--- src/rtl/noc_pkg.sv ---
// Shared NoC parameters, arbiter state encoding, port indices and a one-hot helper.
package noc_pkg;

    localparam int FLIT_SIZE           = 4;
    localparam int PACKET_SIZE         = 32;
    localparam int ADDRESS_SIZE        = 16;
    localparam int PORT_NUMBER         = 5;
    localparam int FLIT_NUMBER         = PACKET_SIZE / FLIT_SIZE;
    localparam int ADDRESS_FLIT_NUMBER = ADDRESS_SIZE / FLIT_SIZE;

    typedef enum logic {
        IDLE = 1'b0,
        BUSY = 1'b1
    } arb_state_t;

    localparam int LOCAL = 0;
    localparam int NORTH = 1;
    localparam int EAST  = 2;
    localparam int SOUTH = 3;
    localparam int WEST  = 4;

    // Index of the set bit in a one-hot vector of up to eight ports.
    function automatic logic [2:0] onehot_index(input logic [7:0] vec);
        logic [2:0] idx;
        idx = 3'd0;
        for (int i = 0; i < 8; i++) begin
            if (vec[i]) begin
                idx = 3'(i);
            end else begin
                idx = idx;
            end
        end
        return idx;
    endfunction

endpackage

--- src/rtl/rr_priority_pick.sv ---
// Round-robin picker: first set request at or after the pointer, wrapping modulo n.
module rr_priority_pick #(
    parameter int n     = 5,
    parameter int ptr_w = (n > 1) ? $clog2(n) : 1
) (
    input  logic [n-1:0]     request,
    input  logic [ptr_w-1:0] pointer,
    output logic [n-1:0]     winner,
    output logic             found
);

    localparam logic [ptr_w:0] n_ext = (ptr_w + 1)'(n);

    logic [ptr_w:0]   sum_s;
    logic [ptr_w-1:0] idx_s;

    // Scan n candidates starting at the pointer and keep the first hit.
    always_comb begin
        winner = '0;
        found  = 1'b0;
        sum_s  = '0;
        idx_s  = '0;
        for (int k = 0; k < n; k++) begin
            sum_s = {1'b0, pointer} + (ptr_w + 1)'(k);
            if (sum_s >= n_ext) begin
                sum_s = sum_s - n_ext;
            end else begin
                sum_s = sum_s;
            end
            idx_s = sum_s[ptr_w-1:0];
            if (!found && request[idx_s]) begin
                winner[idx_s] = 1'b1;
                found         = 1'b1;
            end else begin
                found = found;
            end
        end
    end

endmodule

--- src/rtl/output_port_arbiter.sv ---
// Per-direction output port arbiter: round-robin grant held for one packet of flits.
// Optional stuck-requester watchdog enabled by defining ARB_WATCHDOG_EN.
module output_port_arbiter
    import noc_pkg::*;
#(
    parameter int port_number  = PORT_NUMBER,
    parameter int flit_size    = FLIT_SIZE,
    parameter int packet_size  = PACKET_SIZE,
    parameter int address_size = ADDRESS_SIZE
`ifdef ARB_WATCHDOG_EN
    ,
    parameter int watchdog_cycles = 64
`endif
) (
    input  logic                             clk,
    input  logic                             reset_n,
    input  logic [port_number-1:0]           request,
    input  logic [port_number-1:0]           flit_valid,
    input  logic [port_number*flit_size-1:0] flit_in,
    input  logic                             downstream_full,
    output logic [port_number-1:0]           grant,
    output logic [port_number-1:0]           stall,
    output logic [port_number-1:0]           destination_full,
    output logic [flit_size-1:0]             flit_out,
    output logic                             flit_out_valid,
    output logic                             packet_done
`ifdef ARB_WATCHDOG_EN
    ,
    output logic                             watchdog_error
`endif
);

    localparam int flit_number = packet_size / flit_size;
    localparam int cnt_w       = $clog2(flit_number);
    localparam int ptr_w       = $clog2(port_number);
    localparam logic [cnt_w-1:0] last_cnt  = cnt_w'(flit_number - 1);
    localparam logic [ptr_w-1:0] last_port = ptr_w'(port_number - 1);

    if (port_number < 2 || port_number > 8) begin : g_bad_port_number
        $error("output_port_arbiter: port_number must be 2..8");
    end
    if ((packet_size % flit_size) != 0 || (address_size % flit_size) != 0) begin : g_bad_sizes
        $error("output_port_arbiter: packet and address sizes must be whole flits");
    end

    arb_state_t             state_r;
    logic [port_number-1:0] grant_r;
    logic [cnt_w-1:0]       cnt_r;
    logic [ptr_w-1:0]       ptr_r;
    logic                   done_r;

    logic [port_number-1:0] winner_s;
    logic                   found_s;
    logic                   accept_s;
    logic [ptr_w-1:0]       grant_idx_s;
    logic [ptr_w-1:0]       next_ptr_s;
    logic [flit_size-1:0]   flit_mux_s;

`ifdef ARB_WATCHDOG_EN
    localparam int wd_w = $clog2(watchdog_cycles + 1);
    localparam logic [wd_w-1:0] wd_last = wd_w'(watchdog_cycles - 1);
    logic [wd_w-1:0] wd_cnt_r;
    logic            wd_err_r;
    assign watchdog_error = wd_err_r;
`endif

    rr_priority_pick #(
        .n     (port_number),
        .ptr_w (ptr_w)
    ) u_pick (
        .request (request),
        .pointer (ptr_r),
        .winner  (winner_s),
        .found   (found_s)
    );

    assign accept_s    = (|(flit_valid & grant_r)) & ~downstream_full;
    assign grant_idx_s = ptr_w'(onehot_index(8'(grant_r)));
    assign next_ptr_s  = (grant_idx_s == last_port) ? {ptr_w{1'b0}} : grant_idx_s + 1'b1;

    assign grant            = grant_r;
    assign packet_done      = done_r;
    assign stall            = request & ~grant_r;
    assign destination_full = {port_number{downstream_full}} | ~grant_r;
    assign flit_out_valid   = accept_s;
    assign flit_out         = flit_mux_s;

    // AND-OR mux of the granted port's flit; zero with no grant.
    always_comb begin
        flit_mux_s = '0;
        for (int i = 0; i < port_number; i++) begin
            flit_mux_s = flit_mux_s | ({flit_size{grant_r[i]}} & flit_in[i*flit_size +: flit_size]);
        end
    end

    // Arbitration FSM: grant in IDLE, count accepted flits in BUSY, release on the last one.
    always_ff @(posedge clk or negedge reset_n) begin
        if (!reset_n) begin
            state_r  <= IDLE;
            grant_r  <= '0;
            cnt_r    <= '0;
            ptr_r    <= '0;
            done_r   <= 1'b0;
`ifdef ARB_WATCHDOG_EN
            wd_cnt_r <= '0;
            wd_err_r <= 1'b0;
`endif
        end else begin
            done_r   <= 1'b0;
`ifdef ARB_WATCHDOG_EN
            wd_err_r <= 1'b0;
`endif
            case (state_r)
                IDLE: begin
                    if (found_s) begin
                        grant_r  <= winner_s;
                        cnt_r    <= '0;
                        state_r  <= BUSY;
`ifdef ARB_WATCHDOG_EN
                        wd_cnt_r <= '0;
`endif
                    end else begin
                        grant_r  <= '0;
                    end
                end
                BUSY: begin
                    if (accept_s) begin
`ifdef ARB_WATCHDOG_EN
                        wd_cnt_r <= '0;
`endif
                        if (cnt_r == last_cnt) begin
                            grant_r <= '0;
                            done_r  <= 1'b1;
                            ptr_r   <= next_ptr_s;
                            cnt_r   <= '0;
                            state_r <= IDLE;
                        end else begin
                            cnt_r   <= cnt_r + 1'b1;
                        end
`ifdef ARB_WATCHDOG_EN
                    end else if (!downstream_full && wd_cnt_r == wd_last) begin
                        // Holder starved the link: drop it without a packet_done.
                        grant_r  <= '0;
                        ptr_r    <= next_ptr_s;
                        cnt_r    <= '0;
                        wd_cnt_r <= '0;
                        wd_err_r <= 1'b1;
                        state_r  <= IDLE;
                    end else if (!downstream_full) begin
                        wd_cnt_r <= wd_cnt_r + 1'b1;
`endif
                    end else begin
                        cnt_r <= cnt_r;
                    end
                end
                default: begin
                    grant_r <= '0;
                    cnt_r   <= '0;
                    state_r <= IDLE;
                end
            endcase
        end
    end

endmodule
--- config.mk ---
export PLATFORM = sky130hd
export DESIGN_NAME = output_port_arbiter
export DESIGN_NICKNAME = d
export VERILOG_FILES = /design/src/rtl/noc_pkg.sv /design/src/rtl/rr_priority_pick.sv /design/src/rtl/output_port_arbiter.sv
export SDC_FILE = /design/constraint.sdc
export NUM_CORES = 1
export LEC_CHECK = 0
export ABC_AREA = 1
export CAP_MARGIN = 20
export CORE_MARGIN = 1.5
export CORE_UTILIZATION = 47
export CTS_CLUSTER_SIZE = 12
export DETAILED_ROUTE_END_ITERATION = 8
export GPL_ROUTABILITY_DRIVEN = 0
export GPL_TIMING_DRIVEN = 0
export PLACE_DENSITY = 0.89
export SYNTH_ARGS = -nofsm -noshare
export SYNTH_HDL_FRONTEND = slang
export SYNTH_SLANG_ARGS = --single-unit
--- constraint.sdc ---
create_clock -name clk -period 3.4 [get_ports clk]
set_clock_uncertainty 0.1 [all_clocks]
set_input_delay 0.68 -clock clk [delete_from_list [all_inputs] [get_ports clk]]
set_output_delay 0.68 -clock clk [all_outputs]
set_load 0.01 [all_outputs]
* Word-level counts from Yosys, hierarchy flattened *
Cells that the tools add are included.

word-level totals
  register bits = 13
  input bits = 33
  output and inout bits = 21
  word-level logic and storage cells = 128

cells by class
  add/sub/neg operators = 11
  magnitude comparators = 15
  eq/ne operators = 5
  mux-type cells = 55
  bitwise operators = 20
  reduce and logical (&&, ||, !) cells = 17

operators by type and width
  cell                   number
  $mux W5                8
  $mux W3                10
  $or A5 B5 Y5           5
  $mux W1                22
  $and A4 B4 Y4          5
  $lt A3 B4 Y1 const B   5
  $ge A4 B3 Y1 const B   4
  $or A4 B4 Y4           4
  $bmux W1 S3            5
  $demux W1 S3           5
  $ge A3 B1 Y1 const B   5
  $sub A3 B3 Y3 const B  5
  $and A5 B5 Y5          2
  $pmux W5 S2            1
  $logic_and A1 B1 Y1    9
  $add A3 B2 Y4 const B  2
  $add A3 B1 Y3 const B  2
  $eq A3 B3 Y1 const B   2
  $pmux W3 S2            1
  $not A5 Y5             1
  $reduce_or A5 Y1       1
  $add A3 B1 Y4 const B  1
  $add A3 B3 Y4 const B  1
  $logic_not A1 Y1       4
  other kinds (9)        13

* Depth between registers and ports, before layout *
  depth after elaboration = 19
  depth in mapped cells = 22
  mapped depth without buffers = 21

* Cells and area by module *
From an unflattened synthesis, not the netlist that was laid out.

second synthesis, totals
  cell total of the unflattened synthesis = 346
  area, all modules = 2140.8 µm²

by module, submodules not included
  module               times used  cells each  area each (µm²)  sequential area each (µm²)
  rr_priority_pick     1           220         1177.4           0.0
  output_port_arbiter  1           126         963.4            325.3

* Worst setup path after synthesis *
OpenSTA, ideal clock, no wires.

  path kind = flip-flop to flip-flop
  from = reg ptr_r[0]
  to = reg grant_r[0], in the netlist grant[0]
  setup time = 118 ps
  arrival time = 2355 ps
  required time = 3182 ps
  setup slack = 827 ps
  cell stages (with the launch flop) = 20
  path buffers = 1
  period minus slack after synthesis = 2573 ps
  path through = dfrtp_1 > buf_6 > inv_4 > ha_1 > inv_1 > fa_1 > inv_1 > nand2_1 > o21ai_1 > inv_1 > nand2_1 > nand2_1 > nand2_1 > nand2_1 > nand3_1 > nor2_1 > nor2_1 > nand3_1 > nand2_1 > nand2_1

between the ends
  longest elaborated chain between the ends = 19
  elaborated cells on any way between the ends = 78
  those cells by class = 9 x add/sub; 15 x order compare; 37 x mux; 4 x bitwise; 13 x reduce/logical

ends and longest elaborated chain
  element                                                 line                        source
  start, declared                                         output_port_arbiter.sv:49   logic [ptr_w-1:0] ptr_r;
  start signal, assigned                                  output_port_arbiter.sv:134  ptr_r <= next_ptr_s;
  branches (longest 17 deep; another with $add A3 B1 Y4)  n/a
  $mux W5 (*)                                             output_port_arbiter.sv:115  if (found_s) begin
  $pmux W5 S2 (*)                                         output_port_arbiter.sv:113  case (state_r)
  end signal, assigned                                    output_port_arbiter.sv:116  grant_r <= winner_s;
  end, declared                                           output_port_arbiter.sv:47   logic [port_number-1:0] grant_r;

Mark *: on every way between the ends. The select of a mux whose other input is x is not followed.
A chain may end at the register's enable or synchronous reset.

* Worst setup path after layout *
  from = reg ptr_r[0]
  to = reg grant_r[4], in the netlist grant[4]

Same word-level chain as after synthesis.

==> summary.md <==
| Metric | Value |
|---|---|
| DRC viols | `0` |
| Layout cells sized above 1 | `8.838%` |
| Final setup violation count | `0` |
| Post-Syn Area per Cell | `5.695 sq um` |
| P_int | `0.2815 mW` |
| FF/Latch Area | `325.3 sq um` |
| Switch share | `24.97%` |
| CTS resizes | `0` |
| CTS Buf Count | `3` |
| Unrepaired setup endpoints after global routing | `no` |
| Min cycle time layout | `3.027 ns` |
| Setup_tns | `0 ns` |
| Flop-to-flop setup slack | `0.37 ns` |
| Starting DRT DRC Count | `207` |
| H-tree depth | `1` |
| Area occupied by multi-input gates | `1403 sq um` |
| Die extent in y | `67.09 microns` |
| CP cell instances | `buf_6 -> inv_4 -> ha_1 -> inv_1 -> fa_1 -> inv_1 -> nand2_1 -> o21ai_1 -> inv_1 -> nand2_1 -> nand2_1 -> nand2_1 -> nand2_1 -> nand3_1 -> nor2_1 -> nor2_1 -> nand3_1 -> nand2_1 -> nand2_1` |
| CP Launch Type | `register` |
| Fmax | `330.4 MHz` |
| Worst-case reg-to-reg path depth | `19` |
| Syn. warnings | `0` |
| Met3 GRT Util | `2.534%` |
| Hold_buf cts | `0` |
| DR WL/cell | `12.79 microns` |
| First-pass GRT wire length | `9197 microns` |
| Final net count | `442` |
| Slowest CP cell | `dfrtp_1` |
| Power Density | `146.0 nW/um^2` |
| CP Class | `register to register` |
| Initial Util | `48.61%` |
| Synthesized Nets | `384` |
| Clock Tree Buf Depth | `2` |
| Max-cap viol count | `0` |
| CTS clk-pin slew, worst paths | `0.06 ns` |
| CP Capture Type | `register` |
| Worst min path class | `register to register` |
| Non-Filler Instances | `446` |
| Yosys reg bits | `13` |
| Peak fanout along the critical path | `11` |
| Final Max Tran Viols | `0` |
| Design area | `2570 sq um` |
| Latest clock arrival within the worst-skew pair | `0.24 ns` |
| Gr ovfl total | `0` |
| Clock Sinks | `13` |
| Post-synthesis sequential area ratio | `16.85%` |
| Placed insts | `442` |
| # port buffers | `53` |
| DR vias | `2371` |
| Drt pass-1 iters | `5` |
| Async SR Flop Fraction | `100.0%` |
| Sequential Power Share | `41.2%` |
| Postcts setup bufs | `0` |
| Hold Crit Endpoint | `cnt_r[1]` |
| Most frequent cell on the critical path | `nand2_1` |
| Worst slew margin | `60.28%` |
| Clock Power Share | `37.9%` |
| Synth Flop Type | `dfrtp_1` |
| Final hold vios | `0` |
| Met2 Usage GRT | `46.91%` |
| RR Startpoint | `ptr_r[0]` |
| # fillers | `360` |
| Busiest grt layer | `met2` |
| Syn-to-layout area delta | `33.12%` |
| Hold depth | `2` |
| Die Area | `4501 sq um` |
| Ports | `54` |
| Leakage power | `1.303 nW` |
| Req. time, crit path | `3.43 ns` |
| Largest net degree at the start of global routing | `14` |
| Post-synth EDFFs | `0` |
| Terminus of the critical flop-to-flop path | `grant[4]` |
| Initial antenna violation count | `0` |
| Total Wirelength | `5703 microns` |
| Root Buffer | `clkbuf_8` |
| Post-Synthesis Cells | `339` |
| Antenna cells | `0` |
| Die width | `67.09 microns` |
| Worst-margin pin slew | `0.5940 ns` |
| Via density per instance | `5.316` |
| Core footprint | `3971 sq um` |
| Mapped Area | `1931 sq um` |
| Hpwl dp | `4444 microns` |
| Critical Path AT | `3.05 ns` |
| All-layer global routing usage | `25.86%` |
| Share of the core filled with cells | `64.71%` |
| Area after DPL | `2524 sq um` |
| Yosys cell types | `31` |
| Row cnt | `23` |
| Worst hold start | `cnt_r[1]` |
| Crit path largest cell delay | `0.42 ns` |
| Status | `finished, final reports clean` |
| Vias in the first global route | `2127` |
| Comb pwr share | `20.8%` |
| TritonCTS clock tree | `yes` |
| NetSw | `0.09370 mW` |
| Met1 usage | `32.75%` |
| WHS | `0.4217 ns` |
| Antenna-violating nets left | `0` |
| Worst VDD drop | `193.4 uV` |
| Fin crit share | `89.02%` |
-- through the flow --
step,setup WS [ns],power [mW]
6_report,0.3734,0.3752
3_3_place_gp,0.5103,0.2330
4_1_cts,0.4412,0.3744
3_5_place_dp,0.4533,0.2347
2_1_floorplan,0.8270,0.1800
5_1_grt,0.06399,0.3879
-- sequential cells by signal, indices dropped and copies added (netlist names) --
register and cells:
packet_done 1, state_r 1, ptr_r 3, cnt_r 3, grant 5
-- Yosys cell counts, types with 3 or more instances --
| master | instances | area [sq um] |
|---|---|---|
| inv_1 | 29 | 108.9 |
| ha_1 | 11 | 137.6 |
| nand3b_1 | 5 | 37.54 |
| dfrtp_1 | 13 | 325.3 |
| nand2_1 | 135 | 506.7 |
| nor3_1 | 4 | 20.02 |
| nand3_1 | 29 | 145.1 |
| o21ai_1 | 6 | 30.03 |
| inv_2 | 7 | 26.28 |
| nand4_1 | 13 | 81.33 |
| nand2_2 | 8 | 50.05 |
| buf_6 | 3 | 33.78 |
| clkbuf_1 | 5 | 18.77 |
| nor2_1 | 41 | 153.9 |
| a221oi_1 | 5 | 43.79 |
| o21ai_0 | 4 | 20.02 |
| nand3_2 | 4 | 40.04 |
-- worst max-delay path, delay by kind of cell, from the launching register on --
family | cells | cell delay (ns)
AOI/OAI and AO/OA | 1 | 0.22
adders and majority gates | 2 | 0.52
buffers and inverters | 5 | 0.61
DFF | 1 | 0.42
and+or+nand+nor | 11 | 1.04
-- area by class of cell --
class,count,area share (%)
inverter,38,5.648
tap,50,2.434
buffer,9,2.240
clock inverter,1,0.1947
sequential,13,12.66
clock buffer,3,1.607
multi-input combinational,279,54.58
timing repair buffer,53,20.64
-- routing by layer --
metal	part of all wire (%)	up-vias	routed length, microns
met4	1.2	0	69
li1	-	1197	-
met3	6.2	11	355
met1	42	1065	2376
met5	0	-	0
met2	51	98	2902
-- power groups by stage --
stage	Sequential (mW)	Clock [mW]	Combinational, mW
6_report	0.155	0.142	0.0782
5_1_grt	0.155	0.149	0.0838
4_1_cts	0.155	0.142	0.0774
3_5_place_dp	0.158	0	0.0771
3_3_place_gp	0.158	0	0.0755
2_1_floorplan	0.158	0	0.0224
-- kinds of logic (layout without fill, tap and decap cells) --
family / after synthesis / after routing / synth area share (%)
AO/OA/AOI/OAI: 19 / 19 / 6.416
XOR/XNOR: 3 / 3 / 1.361
adder cells (fa/ha/maj): 12 / 12 / 8.166
buffers and inverters: 47 / 104 / 10.50
flip-flops: 13 / 13 / 16.85
AND/OR/NAND/NOR: 245 / 245 / 56.71
-- cells in the final DEF, fill, tap and decap left out --
| master | netlist | routed |
|---|---|---|
| nand2_4 | 1 | 1 |
| clkbuf_1 | 5 | 5 |
| nand4_1 | 13 | 13 |
| a21oi_1 | 2 | 2 |
| a21boi_2 | 1 | 1 |
| inv_4 | 1 | 1 |
| o21ai_2 | 1 | 1 |
| nand3_1 | 29 | 29 |
| clkinv_1 | 1 | 1 |
| buf_6 | 3 | 3 |
| nand2_1 | 135 | 135 |
| fa_1 | 1 | 1 |
| dfrtp_1 | 13 | 13 |
| nand2_2 | 8 | 8 |
| nand3b_1 | 5 | 5 |
| inv_1 | 29 | 29 |
| o21ai_1 | 6 | 6 |
| xor2_1 | 2 | 2 |
| buf_2 | 1 | 1 |
| nor2_2 | 2 | 2 |
| o21ai_0 | 4 | 4 |
| or4_1 | 1 | 1 |
| nand3_4 | 1 | 1 |
| clkdlybuf4s50_1 | 0 | 53 |
| nor2_4 | 1 | 1 |
| ha_1 | 11 | 11 |
| clkinv_2 | 0 | 1 |
| a221oi_1 | 5 | 5 |
| clkbuf_8 | 0 | 3 |
| nor3_1 | 4 | 4 |
| nor2_1 | 41 | 41 |
| nand3_2 | 4 | 4 |
| inv_2 | 7 | 7 |
| xnor2_1 | 1 | 1 |
-- worst max-delay path by stage --
stage	from	endpoint	slack, ns	cells past startpoint
6_report	ptr_r[0]	grant[4]	0.37	19
5_1_grt	ptr_r[0]	grant[1]	0.06	19
4_1_cts	ptr_r[0]	grant[4]	0.44	19
3_5_place_dp	ptr_r[0]	grant[4]	0.45	19
3_3_place_gp	flit_valid[1]	flit_out_valid	0.51	8
2_1_floorplan	ptr_r[0]	grant[0]	0.83	19
(Power assumes the default switching activity.)
